File: src/rtl/cu_sequencer_pkg.sv
// rtl/cu_sequencer_pkg.sv - opcodes, condition codes, FSM states and default widths for cu_sequencer
package cu_sequencer_pkg;

    localparam int DEF_DATA_W      = 8;
    localparam int DEF_ADDR_W      = 8;
    localparam int DEF_REG_SEL_W   = 4;
    localparam int DEF_STACK_DEPTH = 4;

    // Opcodes 0000..OP_ALU_MAX pass straight through to the ALU
    localparam logic [3:0] OP_ALU_MAX = 4'b0101;
    localparam logic [3:0] OP_C_REG   = 4'b1000;
    localparam logic [3:0] OP_REG_A   = 4'b1001;
    localparam logic [3:0] OP_REG_B   = 4'b1010;
    localparam logic [3:0] OP_RAM_AB  = 4'b1100;
    localparam logic [3:0] OP_LOAD    = 4'b1101;
    localparam logic [3:0] OP_SAVE    = 4'b1110;
    localparam logic [3:0] OP_FLOW    = 4'b1111;

    localparam logic [3:0] CC_JMP  = 4'b0000;
    localparam logic [3:0] CC_OVF  = 4'b0001;
    localparam logic [3:0] CC_UNF  = 4'b0010;
    localparam logic [3:0] CC_SAME = 4'b0011;
    localparam logic [3:0] CC_ABIG = 4'b0100;
    localparam logic [3:0] CC_BBIG = 4'b0101;
    localparam logic [3:0] CC_CALL = 4'b1000;
    localparam logic [3:0] CC_RET  = 4'b1001;
    localparam logic [3:0] CC_HALT = 4'b1111;

    typedef enum logic [1:0] {
        ST_FETCH = 2'b00,
        ST_EXEC  = 2'b01,
        ST_HALT  = 2'b10
    } state_t;

endpackage

File: src/rtl/cu_call_stack.sv
// rtl/cu_call_stack.sv - parametrised LIFO holding return addresses for CALL/RET
module cu_call_stack #(
    parameter int W     = 8,
    parameter int DEPTH = 4
) (
    input  logic         clk,
    input  logic         reset,
    input  logic         push,
    input  logic         pop,
    input  logic [W-1:0] din,
    output logic [W-1:0] dout,
    output logic         full,
    output logic         empty
);

    localparam int SPW = $clog2(DEPTH + 1);
    localparam int IW  = (DEPTH > 1) ? $clog2(DEPTH) : 1;

    logic [W-1:0]   mem [DEPTH];
    logic [SPW-1:0] sp;

    assign full  = (sp == SPW'(DEPTH));
    assign empty = (sp == '0);
    assign dout  = mem[IW'(sp - SPW'(1))];

    always_ff @(posedge clk or posedge reset) begin
        if (reset) begin
            sp <= '0;
        end else if (push && !full) begin
            sp <= sp + SPW'(1);
        end else if (pop && !empty) begin
            sp <= sp - SPW'(1);
        end
    end

    always_ff @(posedge clk) begin
        if (push && !full) begin
            mem[IW'(sp)] <= din;
        end
    end

endmodule

File: src/rtl/cu_sequencer.sv
// rtl/cu_sequencer.sv - fetch/execute control unit with valid/ready program fetch and call stack
module cu_sequencer
    import cu_sequencer_pkg::*;
#(
    parameter int DATA_W      = DEF_DATA_W,
    parameter int ADDR_W      = DEF_ADDR_W,
    parameter int REG_SEL_W   = DEF_REG_SEL_W,
    parameter int STACK_DEPTH = DEF_STACK_DEPTH
) (
    input  logic                 clk,
    input  logic                 reset,
    input  logic                 enable,
    output logic                 imem_req,
    output logic [ADDR_W-1:0]    imem_addr,
    input  logic [15:0]          imem_data,
    input  logic                 imem_valid,
    output logic [3:0]           alu_instruction,
    output logic [1:0]           alu_register_enable,
    output logic [REG_SEL_W-1:0] register_select,
    output logic                 register_write,
    output logic                 register_read,
    output logic [1:0]           register_enable,
    output logic [7:0]           ram_address,
    output logic [1:0]           ram_cu_select,
    output logic [DATA_W-1:0]    output_data,
    output logic                 output_valid,
    input  logic                 overflow,
    input  logic                 underflow,
    input  logic                 A_bigger,
    input  logic                 B_bigger,
    input  logic                 AB_same,
    output logic [ADDR_W-1:0]    pc,
    output logic                 halted,
    output logic                 stack_error
);

    state_t            state, state_nxt;
    logic [15:0]       ir;
    logic [ADDR_W-1:0] pc_nxt, pc_inc, target, stack_dout;
    logic              push, pop, err_set, stack_full, stack_empty;
    logic [3:0]        opcode, cc;

    assign opcode    = ir[15:12];
    assign cc        = ir[3:0];
    assign pc_inc    = pc + ADDR_W'(1);
    assign target    = ADDR_W'(ir[11:4]);
    assign imem_addr = pc;
    assign halted    = (state == ST_HALT);

    cu_call_stack #(.W(ADDR_W), .DEPTH(STACK_DEPTH)) u_stack (
        .clk   (clk),
        .reset (reset),
        .push  (push),
        .pop   (pop),
        .din   (pc_inc),
        .dout  (stack_dout),
        .full  (stack_full),
        .empty (stack_empty)
    );

    always_ff @(posedge clk or posedge reset) begin
        if (reset) begin
            state       <= ST_FETCH;
            pc          <= '0;
            ir          <= '0;
            stack_error <= 1'b0;
        end else begin
            state <= state_nxt;
            pc    <= pc_nxt;
            if (state == ST_FETCH && enable && imem_valid) begin
                ir <= imem_data;
            end
            if (err_set) begin
                stack_error <= 1'b1;
            end
        end
    end

    // Control outputs are decoded only in an enabled EXEC cycle, so they pulse for exactly one cycle
    always_comb begin
        state_nxt           = state;
        pc_nxt              = pc;
        push                = 1'b0;
        pop                 = 1'b0;
        err_set             = 1'b0;
        imem_req            = (state == ST_FETCH) && enable && !reset;
        alu_instruction     = '0;
        alu_register_enable = '0;
        register_select     = '0;
        register_write      = 1'b0;
        register_read       = 1'b0;
        register_enable     = '0;
        ram_address         = '0;
        ram_cu_select       = '0;
        output_data         = '0;
        output_valid        = 1'b0;
        case (state)
            ST_FETCH: begin
                if (enable && imem_valid) begin
                    state_nxt = ST_EXEC;
                end
            end
            ST_EXEC: begin
                if (enable) begin
                    state_nxt = ST_FETCH;
                    pc_nxt    = pc_inc;
                    if (opcode <= OP_ALU_MAX) begin
                        alu_instruction = opcode;
                    end else begin
                        case (opcode)
                            OP_C_REG: begin
                                register_write  = 1'b1;
                                register_select = REG_SEL_W'(ir[3:0]);
                                register_enable = 2'b01;
                            end
                            OP_REG_A, OP_REG_B: begin
                                register_read       = 1'b1;
                                register_select     = REG_SEL_W'(ir[3:0]);
                                register_enable     = 2'b01;
                                alu_register_enable = (opcode == OP_REG_A) ? 2'b01 : 2'b10;
                            end
                            OP_RAM_AB: begin
                                ram_address         = ir[11:4];
                                alu_register_enable = ir[1:0];
                                register_enable     = 2'b10;
                                register_read       = 1'b1;
                            end
                            OP_LOAD: begin
                                output_data  = DATA_W'(ir[11:4]);
                                output_valid = 1'b1;
                            end
                            OP_SAVE: begin
                                ram_address     = ir[11:4];
                                register_enable = 2'b10;
                                register_write  = 1'b1;
                                ram_cu_select   = ir[1:0];
                            end
                            OP_FLOW: begin
                                case (cc)
                                    CC_JMP:  pc_nxt = target;
                                    CC_OVF:  if (overflow)  pc_nxt = target;
                                    CC_UNF:  if (underflow) pc_nxt = target;
                                    CC_SAME: if (AB_same)   pc_nxt = target;
                                    CC_ABIG: if (A_bigger)  pc_nxt = target;
                                    CC_BBIG: if (B_bigger)  pc_nxt = target;
                                    CC_CALL: begin
                                        if (stack_full) begin
                                            err_set   = 1'b1;
                                            state_nxt = ST_HALT;
                                            pc_nxt    = pc;
                                        end else begin
                                            push   = 1'b1;
                                            pc_nxt = target;
                                        end
                                    end
                                    CC_RET: begin
                                        if (stack_empty) begin
                                            err_set   = 1'b1;
                                            state_nxt = ST_HALT;
                                            pc_nxt    = pc;
                                        end else begin
                                            pop    = 1'b1;
                                            pc_nxt = stack_dout;
                                        end
                                    end
                                    CC_HALT: begin
                                        state_nxt = ST_HALT;
                                        pc_nxt    = pc;
                                    end
                                    default: ;
                                endcase
                            end
                            default: ;
                        endcase
                    end
                end
            end
            default: ;
        endcase
    end

endmodule

File: config.mk
export PLATFORM = sky130hd
export DESIGN_NAME = cu_sequencer
export DESIGN_NICKNAME = d
export VERILOG_FILES = /design/src/rtl/cu_sequencer_pkg.sv /design/src/rtl/cu_call_stack.sv /design/src/rtl/cu_sequencer.sv
export SDC_FILE = /design/constraint.sdc
export NUM_CORES = 1
export LEC_CHECK = 0
export ABC_AREA = 1
export CORE_MARGIN = 4
export CORE_UTILIZATION = 40
export CTS_BUF_LIST = sky130_fd_sc_hd__clkbuf_8 sky130_fd_sc_hd__clkbuf_16
export CTS_CLUSTER_DIAMETER = 50
export CTS_CLUSTER_SIZE = 14
export DETAILED_ROUTE_END_ITERATION = 10
export GPL_ROUTABILITY_DRIVEN = 0
export SYNTH_ARGS = -nofsm -noshare
export SYNTH_HDL_FRONTEND = slang
export SYNTH_SLANG_ARGS = --single-unit
File: constraint.sdc
create_clock -name clk -period 5.9 [get_ports clk]
set_clock_uncertainty 0.15 [all_clocks]
set_input_delay 0.885 -clock clk [delete_from_list [all_inputs] [get_ports clk]]
set_output_delay 0.885 -clock clk [all_outputs]
set_load 0.005 [all_outputs]
; ---- Yosys cells after proc, flatten, opt, wreduce, memory -nomap -nowiden
; Memories as Yosys holds them, arrays and structs flattened.
; Index checks and enable logic that the tools add are counted.
[word_totals]
register_bits = 30
ramBits = 32
inputBits = 25
out_inout_bits = 52
word_cells = 135
n_memories = 1
[mem_list]
columns = memory, depth, word_bits, rd, rd_ports_with_merged_regs, wr, line
row1 = u_stack.mem, 4, 8, 1, 0, 1, cu_call_stack.sv:19  ; logic [W-1:0] mem [DEPTH];
[op_classes]
n_addsub = 3
magnitude_cmp = 1
n_eq_ne = 23
mux = 81
reduce_logical = 21
[ops]
columns = operator, count
row1 = $mux 8, 17
row2 = $pmux 8 s9, 1
row3 = $eq 4x4->1 const B, 10
row4 = $mux 2, 17
row5 = $mux 1, 32
row6 = $mux 4, 7
row7 = $pmux 2 s2, 3
row8 = $add 8x1->8 const B, 1
row9 = $eq 4x2->1 const B, 2
row10 = $eq 4x3->1 const B, 2
row11 = $ne 4x4->1 const B, 2
row12 = $logic_and 1x1->1, 6
row13 = $mux 3, 2
row14 = $pmux 2 s3, 1
row15 = $reduce_or 2->1, 3
row16 = $reduce_or 3->1, 2
row17 = $reduce_and 5->1, 1
row18 = $eq 4x1->1 const B, 1
row19 = $le 4x3->1 const B, 1
row20 = $logic_not 4->1, 1
row21 = $reduce_bool 2->1, 2
row22 = $add 3x1->3 const B, 1
row23 = $eq 3x3->1 const B, 1
row24 = $logic_not 1->1, 3
row25 = other kinds (10), 10

; ---- Longest topological paths before layout
[logic_depth]
depth_word = 10
mapped_depth = 14
depth_no_buf = 11

; ---- Hierarchy
; Synthesis repeated with hierarchy kept, for this count alone.
[unflattened]
cells_unflattened = 442
area_unflattened_um2 = 3598.5
[by_module_without_submodules]
columns = module, instances, cells_each, area_per_inst_um2, seq_area_each_um2
row1 = cu_sequencer, 1, 301, 2014.4, 675.6
row2 = cu_call_stack, 1, 141, 1584.0, 1036.0

; ---- Least setup slack after synthesis
; OpenSTA, ideal clock, no wires.
[synth_path]
path_kind = input-to-output
from = input enable
to = output ram_address[0]
t_arrival_ps = 1692
required_time_ps = 4865
slack_ps = 3173
path_stages = 8
path_buffers = 0
path_cell_list = inv_1 nor2_4 inv_2 nor2_2 inv_1 nor2_2 inv_2 nor2_1
[synth_via]
elab_chain_len = 2
[synth_rtl]
columns = item, line
row1 = start: declaration, cu_sequencer.sv:12  ; input logic enable,
row2 = $mux 8, cu_sequencer.sv:104  ; if (enable) begin
row3 = $mux 8, cu_sequencer.sv:97  ; case (state)
row4 = end: declaration, cu_sequencer.sv:23  ; output logic [7:0] ram_address,
; Every way passes these cells.

; ---- Final worst setup path
; Ends and elaborated chain as after synthesis.

==> impl_results.md <==
* Comb pwr share at 3.0%
* Final setup TNS at 0 ns
* # hold bufs at CTS at 0
* FP Rows at 35
* Post-Synth XOR/XNOR Area at 1.63%
* Fraction of the cycle the final worst path needs at 67.5%
* Power per cell area at 191 nW/um2
* Critical R2R Launch: u_stack.sp[0]$_DFFE_PP0P_
* Number of I/O pins at 77
* Final ANT Viol Nets at 0
* Sequential share of power at 49.5%
* Deepest clock path buffer count at 2
* First-pass GRT wire length at 17.2 mm
* Worst Setup EP: ram_address[0]
* Syn Inst Count at 515
* P_int at slightly above 0.7 mW
* Root Buffer: clkbuf_8
* Final min period at 3.98 ns
* H-tree depth at 3
* Number of setup buffers added after CTS at 0
* Syn Std Cell Area at 3770 um2
* Initial Util at 41.0%
* Dpl hpwl at about 7.8 mm
* N_diodes at 0
* Reg2reg end: imem_addr[3]$_DFFE_PP0P_
* CP Data Arrival Time at around 3 ns
* CP startpoint: enable
* Syn Nets at 546
* Worst R2R Setup Slack at about 2.6 ns
* Reg clk slew, reported paths at 0.07 ns
* Number of placed instances, taps included at ~700
* Max frequency at 251 MHz
* Finished Layout Cells at 700
* Largest net degree at the start of global routing at 34
* Sequential share of the synthesized area at 45.4%
* DR pass1 iterations at 4
* Core area at 9200 um2
* Placed instance area at 4550 um2
* Synth Area in Compound Gates at 5.94%
* Max IR drop VDD at 0.141 mV
* Unrepaired setup endpoints after global routing: no
* Post-layout instance area at around 4800 um2
* Status: complete, no violations
* Startpoint Class: input pin
* Worst-Margin Slew at 0.863 ns
* Multiplexer share of the synthesized area at 0%
* CTS Buf Count at 9
* Worst-skew pair later-pin latency at between 0.3 and 0.4 ns
* 1st-iter DRT viols at 128
* WL/cell at 14.5 um
* GRT overflow at 0
* Worst reg-to-reg path cell count at 10
* Slew Limit Fails at 0
* Clk sinks at a little over 60
* Synth Area in Simple Gates at 35.2%
* Ys Warns at 0
* CP Max Fanout at 8
* Antenna violations before repair at 0
* Die width at 105 um
* Max-Cap Viols at 0
* Net switching power figure at 0.200 mW
* Layout cell share with drive strength beyond 1 at 6.96%
* Final Util at 52.0%
* Post-Route WL at 10.2 mm
* DRC viols at 0
* GRT Resource Usage Total at 19.6%
* Min-delay worst type: reg2reg
* Die area at 11000 um2
* Vias in the first global route at 3510
* Post-CTS Resized at 0
* Crit end category: output port
* Clock share of power at a little under half
* CTS tree: done
* Die height at about 110 um
* Synth Register Bits at 62
* Main combinational cell family by area after synthesis: simple AND/OR/NAND/NOR gates
* Pleak at 2.28 nW
* Adder-cell share of the synthesized area at ~2.0%
* Worst slew margin at 42.2%
* Fillers at 924
* Final #Nets at 615
* Switching share of power at 22.0%
* WP data required at between 4 and 5 ns
* Synth unique cells at 32
* Final Setup Violations at 0
* Mean post-synth cell area at approximately 7.3 um2
* Vias post-DR at about 3400
* Critical path type: in2out
* Via-to-Cell Ratio at between 4 and 5
* Final hold vios at 0
* I/O Buffers at 75
* Area growth syn-to-layout at 26.9%
-- power by group through the flow --
stage / Combinational, mW / Clock, mW / Sequential, mW
after floorplan: 0.00750 / 0 / 0.461
after global placement: 0.0279 / 0 / 0.461
after detailed placement: 0.0281 / 0 / 0.461
after CTS: 0.0282 / 0.444 / 0.451
after global routing: 0.0307 / 0.464 / 0.451
final: 0.0277 / 0.433 / 0.451
-- cell type report --
cell class | count | area (um2) | area share, %
sequential | 62 | 1710 | 35.8
multi-input combinational | 368 | 1690 | 35.3
timing repair buffer | 77 | 766 | 16.0
inverter | 66 | 248 | 5.18
tap | 111 | 139 | 2.90
clock buffer | 9 | 124 | 2.59
clock inverter | 7 | 104 | 2.17
-- kinds of logic (layout without fill, tap and decap cells) --
| logic type | after synthesis | after routing |
|---|---|---|
| simple gates | 312 | 312 |
| buf+inv | 85 | 159 |
| flops | 62 | 62 |
| compound gates | 42 | 42 |
| xor+xnor | 7 | 7 |
| fa+ha+maj | 6 | 6 |
| other cells | 1 | 1 |
-- cell usage in the layout (no fill, tap or decap), types with 3 or more instances in the layout --
cell,count
nor2_1,88
edfxtp_1,32
inv_6,4
nand2_1,141
clkdlybuf4s50_1,75
a21oi_1,22
xor2_1,7
inv_2,7
nor3_1,7
nand3_1,56
o21ai_0,13
ha_1,6
dfrtp_1,30
nand3b_1,3
nor2_2,5
clkbuf_8,9
inv_1,58
nand2_2,4
-- cells in the mapped netlist (all sizes together) --
master / count / area share (%)
nor3: 9 / 1.5
nor4: 1 / 0.17
clkbuf: 5 / 0.50
clkinv: 1 / 0.10
nor2: 95 / 10
o21ai: 16 / 2.2
a21oi: 22 / 2.9
o211ai: 1 / 0.20
a21o: 1 / 0.20
nand4: 2 / 0.33
xor2: 7 / 1.6
nand3: 57 / 7.7
edfxtp: 32 / 25
o22ai: 1 / 0.17
ha: 6 / 2.0
a31o: 1 / 0.23
nand3b: 3 / 0.60
dfrtp: 30 / 20
inv: 65 / 6.5
conb: 1 / 0.10
nand2: 145 / 15
buf: 14 / 2.7
-- registers in the layout, summed over array words and instances, names as in the netlist --
name and flops:
u_stack.sp 3, imem_addr 8, u_stack.mem 32, state 2, stack_error 1, ir 16
-- worst min path at each step --
| stage | slack (ns) | cells past startpoint | to | start |
|---|---|---|---|---|
| 3_3_place_gp | 0.33 | 1 | stack_error$_DFFE_PP0P_ | stack_error$_DFFE_PP0P_ |
| 4_1_cts | 0.35 | 1 | stack_error$_DFFE_PP0P_ | stack_error$_DFFE_PP0P_ |
| 5_1_grt | 0.38 | 1 | stack_error$_DFFE_PP0P_ | stack_error$_DFFE_PP0P_ |
| 6_report | 0.33 | 1 | stack_error$_DFFE_PP0P_ | stack_error$_DFFE_PP0P_ |
| 3_5_place_dp | 0.33 | 1 | stack_error$_DFFE_PP0P_ | stack_error$_DFFE_PP0P_ |
| 2_1_floorplan | 0.30 | 1 | stack_error$_DFFE_PP0P_ | stack_error$_DFFE_PP0P_ |
-- critical path, cell delays in order --
cell,delay (ns)
clkdlybuf4s50_1,0.55
inv_1,0.12
nor2_4,0.19
inv_2,0.09
nor2_2,0.17
inv_1,0.12
nor2_2,0.12
inv_2,0.09
nor2_1,0.11
clkdlybuf4s50_1,0.51
-- routing by layer --
metal	global-route usage [%]	share of wire [%]	vias up
li1	-	-	1763
met1	23.9	44	1584
met2	35.6	52	66
met3	4.45	3.9	6
met4	3.37	0.69	0
met5	0	0	-
-- stage by stage --
stage | total power [mW] | setup slack [ns] | hold slack [ns]
final | 0.912 | 1.92 | 0.333
after global routing | 0.946 | 1.66 | 0.381
after CTS | 0.923 | 1.89 | 0.347
after detailed placement | 0.489 | 1.91 | 0.331
after global placement | 0.488 | 1.99 | 0.330
after floorplan | 0.468 | 3.17 | 0.301
Power figures use the tool's default switching activity.
